`src/rtl/window_read_ctrl.sv`:
```
// Pointer and flow controller for a circular sample buffer: write pointer, read
// pointer and occupancy tracking, plus a job FSM that streams strided read windows.
module window_read_ctrl #(
    parameter int unsigned SIZE       = 8,
    parameter int unsigned WRITE_SIZE = 2,
    parameter int unsigned READ_SIZE  = 2,
    parameter int unsigned DATA_WIDTH = 8,
    parameter int unsigned CNT_WIDTH  = 8,
    localparam int unsigned PW        = $clog2(SIZE),
    localparam int unsigned SW        = $clog2(READ_SIZE) + 1
) (
    input  logic                            clk,
    input  logic                            rst,
    input  logic                            in_valid_i,
    output logic                            in_ready_o,
    output logic                            buf_wr_en_o,
    output logic [PW-1:0]                   buf_wr_addr_o,
    output logic [PW-1:0]                   buf_rd_addr_o,
    input  logic [READ_SIZE*DATA_WIDTH-1:0] buf_rd_data_i,
    input  logic                            start_i,
    input  logic [CNT_WIDTH-1:0]            num_windows_i,
    input  logic [SW-1:0]                   stride_i,
    output logic                            out_valid_o,
    input  logic                            out_ready_i,
    output logic [READ_SIZE*DATA_WIDTH-1:0] out_data_o,
    output logic                            busy_o,
    output logic                            done_o
);

    localparam int unsigned OW = PW + 1;

    localparam logic [OW-1:0] OCC_PUSH_LIM = OW'(SIZE - WRITE_SIZE);
    localparam logic [OW-1:0] OCC_WR_STEP  = OW'(WRITE_SIZE);
    localparam logic [OW-1:0] OCC_RD_MIN   = OW'(READ_SIZE);
    localparam logic [PW-1:0] PTR_WR_STEP  = PW'(WRITE_SIZE);
    localparam logic [SW-1:0] STRIDE_MAX   = SW'(READ_SIZE);
    localparam logic [SW-1:0] STRIDE_MIN   = SW'(1);

    typedef enum logic [1:0] {
        S_IDLE = 2'd0,
        S_RUN  = 2'd1,
        S_DONE = 2'd2
    } state_e;

    state_e               state_q,  state_d;
    logic [PW-1:0]        wr_ptr_q, wr_ptr_d;
    logic [PW-1:0]        rd_ptr_q, rd_ptr_d;
    logic [OW-1:0]        occ_q,    occ_d;
    logic [CNT_WIDTH-1:0] remain_q, remain_d;
    logic [SW-1:0]        stride_q, stride_d;

    logic                 push;
    logic                 pop;
    logic [SW-1:0]        stride_clamped;

    // Zero stride would stall the job; oversize stride would skip unread words.
    always_comb begin
        stride_clamped = stride_i;
        if (stride_i == '0) begin
            stride_clamped = STRIDE_MIN;
        end else if (stride_i > STRIDE_MAX) begin
            stride_clamped = STRIDE_MAX;
        end
    end

    // Write side only looks at registered occupancy, so a same-cycle pop never opens a slot.
    assign in_ready_o    = (occ_q <= OCC_PUSH_LIM);
    assign push          = in_valid_i & in_ready_o;
    assign buf_wr_en_o   = push;
    assign buf_wr_addr_o = wr_ptr_q;
    assign buf_rd_addr_o = rd_ptr_q;
    assign out_data_o    = buf_rd_data_i;

    always_ff @(posedge clk) begin
        if (rst) begin
            state_q  <= S_IDLE;
            wr_ptr_q <= '0;
            rd_ptr_q <= '0;
            occ_q    <= '0;
            remain_q <= '0;
            stride_q <= STRIDE_MIN;
        end else begin
            state_q  <= state_d;
            wr_ptr_q <= wr_ptr_d;
            rd_ptr_q <= rd_ptr_d;
            occ_q    <= occ_d;
            remain_q <= remain_d;
            stride_q <= stride_d;
        end
    end

    // Job sequencing, read handshake and pointer/occupancy bookkeeping.
    always_comb begin
        state_d     = state_q;
        remain_d    = remain_q;
        stride_d    = stride_q;
        out_valid_o = 1'b0;
        busy_o      = 1'b0;
        done_o      = 1'b0;

        case (state_q)
            S_IDLE: begin
                if (start_i) begin
                    stride_d = stride_clamped;
                    remain_d = num_windows_i;
                    state_d  = (num_windows_i == '0) ? S_DONE : S_RUN;
                end
            end
            S_RUN: begin
                busy_o      = 1'b1;
                out_valid_o = (occ_q >= OCC_RD_MIN);
            end
            S_DONE: begin
                busy_o  = 1'b1;
                done_o  = 1'b1;
                state_d = S_IDLE;
            end
            default: begin
                state_d = S_IDLE;
            end
        endcase

        pop = out_valid_o & out_ready_i;

        if (pop) begin
            remain_d = remain_q - CNT_WIDTH'(1);
            if (remain_q == CNT_WIDTH'(1)) begin
                state_d = S_DONE;
            end
        end

        wr_ptr_d = push ? (wr_ptr_q + PTR_WR_STEP) : wr_ptr_q;
        rd_ptr_d = pop  ? (rd_ptr_q + PW'(stride_q)) : rd_ptr_q;
        occ_d    = occ_q + (push ? OCC_WR_STEP : '0) - (pop ? OW'(stride_q) : '0);
    end

endmodule

```
`config.mk`:
```
export PLATFORM = sky130hd
export DESIGN_NAME = window_read_ctrl
export DESIGN_NICKNAME = d
export VERILOG_FILES = /design/src/rtl/window_read_ctrl.sv
export SDC_FILE = /design/constraint.sdc
export NUM_CORES = 1
export LEC_CHECK = 0
export CAP_MARGIN = 40
export CORE_MARGIN = 2
export CORE_UTILIZATION = 30
export DETAILED_ROUTE_END_ITERATION = 8
export GPL_ROUTABILITY_DRIVEN = 0
export HOLD_SLACK_MARGIN = 0.08
export PLACE_DENSITY = 0.61
export SLEW_MARGIN = 20
export SYNTH_ARGS = -nofsm -noshare
export SYNTH_HDL_FRONTEND = slang
export SYNTH_SLANG_ARGS = --single-unit
```
`constraint.sdc`:
```
create_clock -name clk -period 4.85 [get_ports clk]
set_input_delay 0.97 -clock clk [delete_from_list [all_inputs] [get_ports clk]]
set_output_delay 0.97 -clock clk [all_outputs]
set_load 0.02 [all_outputs]
```
==> results_dict.tcl, run 1 <==
set metrics [dict create \
    end_kind "output port" \
    finalHoldViolCount 0 \
    drc 0 \
    grt_max_degree 22 \
    yosysSeqAreaShare_pct 30.6 \
    worst_ep_required_time_ns 3.88 \
    grt_pass1_vias 1102 \
    clkLatencyLatePin_ns 0.27 \
    finalSetupViolations 0 \
    period_minus_slack_ns 3.27 \
    area_growth_pct 14.2 \
    num_antenna_cells 0 \
    outcome "complete, no violations" \
    crit_type "in2out" \
    nNetsFinal 216 \
    wirelength_um 2890 \
    io_buffers 23 \
    drt-vias-per-instance 5.00 \
    dieArea_um2 5140 \
    fmax_mhz 306 \
    critPathSlowestCell "clkdlybuf4s50_1" \
    worstHoldPathCells 2 \
    cts_tree "yes" \
    leakagePower_nw 0.607 \
    fillerInstances 459 \
    min_path_type "reg2reg" \
    ys.warnings.count 0 \
    numCtsBuffers 3 \
    r2r-end "occ_q[3]$_SDFF_PP0_" \
    coreArea_um2 4380 \
    htree_levels 1 \
    place_hpwl_um 2190 \
    synth-seq-cells 21 \
    overflow 0 \
    worstHoldStart "buf_rd_addr_o[0]$_SDFFE_PP0N_" \
    start_kind "input pin" \
    finalSetupTns_ns 0 \
    ctsResizeCount 0 \
    synth_cells 163 \
    slew_headroom_pct 47.6 \
    dieWidth_um 71.7 \
    routed-via-count 1109 \
    cts.sinks 21 \
    avgSynthCellArea_um2 8.43 \
    synthFlopType "dfxtp_1" \
    utilization_pct 35.8 \
    slew_viol_final 0 \
    synth_area_um2 1370 \
    cap_violations 0 \
    powerDensity_nw_per_um2 388 \
    drt_first_iter_violations 47 \
    cts_buffer_depth 2 \
    groute.usage.overall_pct 12.8 \
    pin_count 58 \
    drtAntennaViolNets 0 \
    antenna_found_initial 0 \
    grt_pass1_wl_um 5170 \
    fp.dieH_um 71.7 \
    ir_drop_uv 140 \
    rr_worst_depth 11 \
    syn_nets 208 \
    synthArstFlopShare_pct 0 \
    initial_utilization_pct 31.3 \
    cp.arrival_ns 2.30 \
    postCtsSetupBuffers 0 \
    ff2ff_setup_slack_ns 2.21 \
    multi_input_area_um2 754 \
    worst_path_most_repeated_cell "clkdlybuf4s50_1" \
    r2r_start "state_q[1]$_SDFF_PP0_" \
    row_count 24 \
    register_area_um2 420 \
    first_pass_iters 4 \
    clockRootBuffer "clkbuf_8" \
    drive_gt1_share_pct 8.82 \
    wl_per_cell_um 13.0 \
    rsz0062_at_grt "false" \
    cp_cell_sequence "clkdlybuf4s50_1, nand3_1, inv_1, clkdlybuf4s50_1" \
    synth_edf_count 0 \
    cts_hold_buf 0 \
    synthDistinctLibCells 43 \
    cp_max_fo 3 \
    path_clk_slew_ns 0.08 \
    slowest_delay_ns 0.60 \
    min_to "buf_rd_addr_o[0]$_SDFFE_PP0N_" \
    worst_pin_slew_ns 0.784 \
    finalCritPeriodShare_pct 67.5 \
    skew_ns 0.00677 \
]
-- synthesized netlist by cell type (all sizes together) (2+ instances only) --
library cell / number / area share (%)
a211oi: 3 / 1.6
a21oi: 8 / 2.9
a31oi: 5 / 2.3
a32oi: 2 / 1.3
and2: 4 / 1.9
and3: 4 / 2.1
buf: 19 / 10
dfxtp: 21 / 31
fa: 3 / 4.4
ha: 11 / 10
inv: 14 / 3.8
nand2: 17 / 5.2
nand3: 3 / 1.1
nor2: 11 / 3.0
nor2b: 2 / 0.91
nor3: 5 / 1.8
o211ai: 2 / 1.1
o21ai: 6 / 2.2
o221a: 2 / 1.6
or3: 2 / 1.0
or4: 3 / 1.6
xor2: 3 / 1.9
-- routing by layer --
layer	wire length, µm	GRT usage [%]	vias up
met1	1360	16.9	513
li1	-	-	561
met4	44	4.61	0
met3	130	3.80	8
met5	0	0	-
met2	1360	19.7	27
-- where the power goes --
part / leakage (nW) / internal (W) / switching (W) / total [W]
clock network: 0.0255 / 0.0000573 / 0.0000608 / 0.000118
registers: 0.173 / 0.000201 / 0.0000252 / 0.000227
logic: 0.409 / 0.000121 / 0.000143 / 0.000264
-- per-stage QoR --
| stage | hold slack [ns] | instances | worst slack, ns | cell area [µm²] | total power [W] |
|---|---|---|---|---|---|
| after floorplan | 0.466 | 163 | 2.09 | 1370 | 0.000436 |
| after global placement | 0.475 | 218 | 1.50 | 1520 | 0.000493 |
| after detailed placement | 0.476 | 218 | 1.50 | 1520 | 0.000497 |
| after CTS | 0.488 | 222 | 1.56 | 1570 | 0.000617 |
| after global routing | 0.523 | 222 | 1.49 | 1570 | 0.000666 |
| final | 0.483 | 222 | 1.58 | 1570 | 0.000609 |
-- worst max-delay path by stage --
stage,from,endpoint,cells after the start
after floorplan,out_ready_i,occ_q[3]$_SDFF_PP0_,10
after global routing,in_valid_i,buf_wr_en_o,4
after CTS,in_valid_i,buf_wr_en_o,4
final,in_valid_i,buf_wr_en_o,4
after detailed placement,out_ready_i,occ_q[3]$_SDFF_PP0_,10
after global placement,out_ready_i,occ_q[3]$_SDFF_PP0_,10
-- area by class of cell --
| cell class | instances | area share [%] |
|---|---|---|
| Clock buffer | 3 | 2.63 |
| Clock inverter | 1 | 0.319 |
| Inverter | 14 | 3.35 |
| Multi-Input combinational cell | 108 | 48.1 |
| Sequential cell | 21 | 26.8 |
| Tap cell | 52 | 4.15 |
| Timing Repair Buffer | 23 | 14.7 |
-- registers in the layout, indices dropped and copies added (netlist names) --
register,cells
buf_rd_addr_o,3
buf_wr_addr_o,2
occ_q,4
remain_q,8
state_q,2
stride_q,2
-- critical path: cells and delay by family --
| kind | cells | cell delay (ns) |
|---|---|---|
| buffers and inverters | 3 | 1.17 |
| and+or+nand+nor | 1 | 0.16 |
-- kinds of logic (layout without fill, tap and decap cells) --
kind of cell / after synthesis / after routing / share of synthesized area, %
DFF: 21 / 21 / 30.6
and+or+nand+nor: 57 / 57 / 22.0
buffers and inverters: 34 / 41 / 14.5
other: 1 / 1 / 0.273
AOI/OAI and AO/OA: 32 / 32 / 15.7
xor gates and xnor gates: 4 / 4 / 2.55
adders and majority gates: 14 / 14 / 14.4
-- cell usage in the layout, fill, tap and decap left out, types with 2 or more instances in the layout --
cell type	Yosys	routed
xor2_1	3	3
o221a_2	2	2
a211oi_1	3	3
nor2b_1	2	2
nor3_1	5	5
nor2_1	11	11
and2_1	2	2
ha_1	11	11
a21oi_1	8	8
clkdlybuf4s50_1	0	23
or4_1	3	3
nand2_1	16	16
inv_1	14	14
nand3_1	3	3
o21ai_0	5	5
fa_1	3	3
a31oi_1	5	5
and3_2	3	3
a32oi_1	2	2
clkbuf_8	0	3
dfxtp_1	21	21
o211ai_1	2	2
No activity file was read; power rests on OpenSTA's default activity.
==> run 2: changes to the inputs <==
--- a/config.mk
+++ b/config.mk
@@ -11,7 +11,7 @@
 export DETAILED_ROUTE_END_ITERATION = 8
 export GPL_ROUTABILITY_DRIVEN = 0
 export HOLD_SLACK_MARGIN = 0.08
-export PLACE_DENSITY = 0.61
+export PLACE_DENSITY = 0.63
 export SLEW_MARGIN = 20
 export SYNTH_ARGS = -nofsm -noshare
 export SYNTH_HDL_FRONTEND = slang
==> constraint.sdc (replaced) <==
create_clock -name clk -period 2.97 [get_ports clk]
set_input_delay 0.594 -clock clk [delete_from_list [all_inputs] [get_ports clk]]
set_output_delay 0.594 -clock clk [all_outputs]
set_load 0.02 [all_outputs]
==> results_dict.tcl, run 2 (synthesis gave the netlist of run 1 again) <==
set metrics [dict create \
    cp_max_fo 3 \
    grt_pass1_vias 1051 \
    cp_num_cells 4 \
    finalSetupViolations 0 \
    clkLatencyLatePin_ns 0.26 \
    cp_cell_sequence "clkdlybuf4s50_1, nand3_1, inv_1, clkdlybuf4s50_1" \
    drt_first_iter_violations 46 \
    num_antenna_cells 0 \
    dp_cells 220 \
    cts.sinks 21 \
    p_switching_w 0.000371 \
    worstHoldPathCells 2 \
    slew_headroom_pct 58.2 \
    layoutNonFillerInstCount 224 \
    groute.usage.overall_pct 11.9 \
    slowest_delay_ns 0.60 \
    wl_per_cell_um 12.8 \
    switching_share_pct 37.3 \
    worst_pin_slew_ns 0.624 \
    min_path_type "reg2reg" \
    worst_path_most_repeated_cell "clkdlybuf4s50_1" \
    clockRootBuffer "clkbuf_8" \
    leakagePower_nw 0.614 \
    rsz0062_at_grt "false" \
    place_hpwl_um 2220 \
    power.share.combinational_pct 43.5 \
    dieArea_um2 5140 \
    ctsResizeCount 0 \
    period_minus_slack_ns 2.53 \
    fp.dieH_um 71.7 \
    cts_hold_buf 0 \
    grt_pass1_wl_um 4930 \
    drtAntennaViolNets 0 \
    cts_tree "yes" \
    drc 0 \
    layout.cells.most_common_list "clkdlybuf4s50_1 (23), dfxtp_1 (21), nand2_1 (16)" \
    critPathSlowestCell "clkdlybuf4s50_1" \
    largest_reg_flops 8 \
    finalCritPeriodShare_pct 85.1 \
    io_buffers 23 \
    hold-worst-slack_ns 0.484 \
    outcome "complete, no violations" \
    dieWidth_um 71.7 \
    antenna_found_initial 0 \
    fmax_mhz 396 \
    skew_ns 0.00353 \
    numCtsBuffers 3 \
    finalHoldViolCount 0 \
    grt_max_degree 13 \
    crit_type "in2out" \
    cts_buffer_depth 2 \
    htree_levels 1 \
    first_pass_iters 4 \
    coreArea_um2 4380 \
    seq_power_share_pct 37.3 \
    end_kind "output port" \
    worst-path-buf-inv 3 \
    ir_drop_uv 200 \
    nNetsFinal 218 \
    area_growth_pct 15.2 \
    pin_count 58 \
    rr_worst_depth 11 \
    drive_gt1_share_pct 9.30 \
    cp.arrival_ns 1.93 \
    path_delay_family "buffers and inverters" \
    overflow 0 \
    final_common_cell "clkdlybuf4s50_1" \
    cap_violations 0 \
    initial_utilization_pct 31.3 \
    routed-via-count 1103 \
    start_kind "input pin" \
    row_count 24 \
    slew_viol_final 0 \
    powerDensity_nw_per_um2 629 \
    wirelength_um 2860 \
    postCtsSetupBuffers 0 \
    regMostFlops "remain_q" \
    clockPowerShare_pct 19.1 \
    worst_ep_required_time_ns 2.38 \
    p_int_w 0.000624 \
    finalSetupTns_ns 0 \
    path_clk_slew_ns 0.08 \
    drt-vias-per-instance 4.92 \
]
-- run 2: cell count changes in the layout (fill, tap and decap cells not counted) --
cell and delta:
buf_4 +2, clkbuf_1 +1, clkinv_2 -1
-- run 2: worst min-delay path: stages, from the launching register on --
cell and delay, ns:
dfxtp_1 0.33, nand2_1 0.06, a21oi_1 0.05
-- run 2: worst paths after layout --
path | from | to | slack, ns
setup / recovery | in_valid_i | buf_wr_en_o | 0.44
hold / removal | buf_rd_addr_o[0]$_SDFFE_PP0N_ | buf_rd_addr_o[0]$_SDFFE_PP0N_ | 0.48
setup reg to reg | state_q[1]$_SDFF_PP0_ | occ_q[3]$_SDFF_PP0_ | 0.52
hold reg to reg | buf_rd_addr_o[0]$_SDFFE_PP0N_ | buf_rd_addr_o[0]$_SDFFE_PP0N_ | 0.48
-- run 2: area by class of cell --
type	instances	area [µm²]
Timing Repair Buffer	25	245
Fill cell	465	2800
Tap cell	52	65.1
Inverter	14	52.6
Multi-Input combinational cell	108	754
Sequential cell	21	420
Clock buffer	4	45.0
-- run 2: routing by layer --
metal | vias up | routed length, µm | track usage [%]
met1 | 521 | 1360 | 16.6
li1 | 565 | - | -
met5 | - | 0 | 0
met2 | 13 | 1370 | 18.4
met4 | 0 | 35 | 5.45
met3 | 4 | 97 | 1.55
-- run 2: power groups by stage --
stage	sequential [W]	clock [W]	combinational, W
2_1_floorplan	0.000377	0	0.000334
3_3_place_gp	0.000377	0	0.000432
3_5_place_dp	0.000378	0	0.000435
4_1_cts	0.000372	0.000197	0.000439
5_1_grt	0.000381	0.000206	0.000490
6_report	0.000371	0.000190	0.000433
-- run 2: metrics by stage --
stage	area, µm²	worst slack, ns	power, W	utilization (%)
after CTS	1580	0.431	0.00101	36.1
after global placement	1540	0.250	0.000808	35.1
final	1580	0.443	0.000995	36.1
after global routing	1580	0.319	0.00108	36.1
after floorplan	1370	0.513	0.000712	-
after detailed placement	1540	0.236	0.000813	35.1
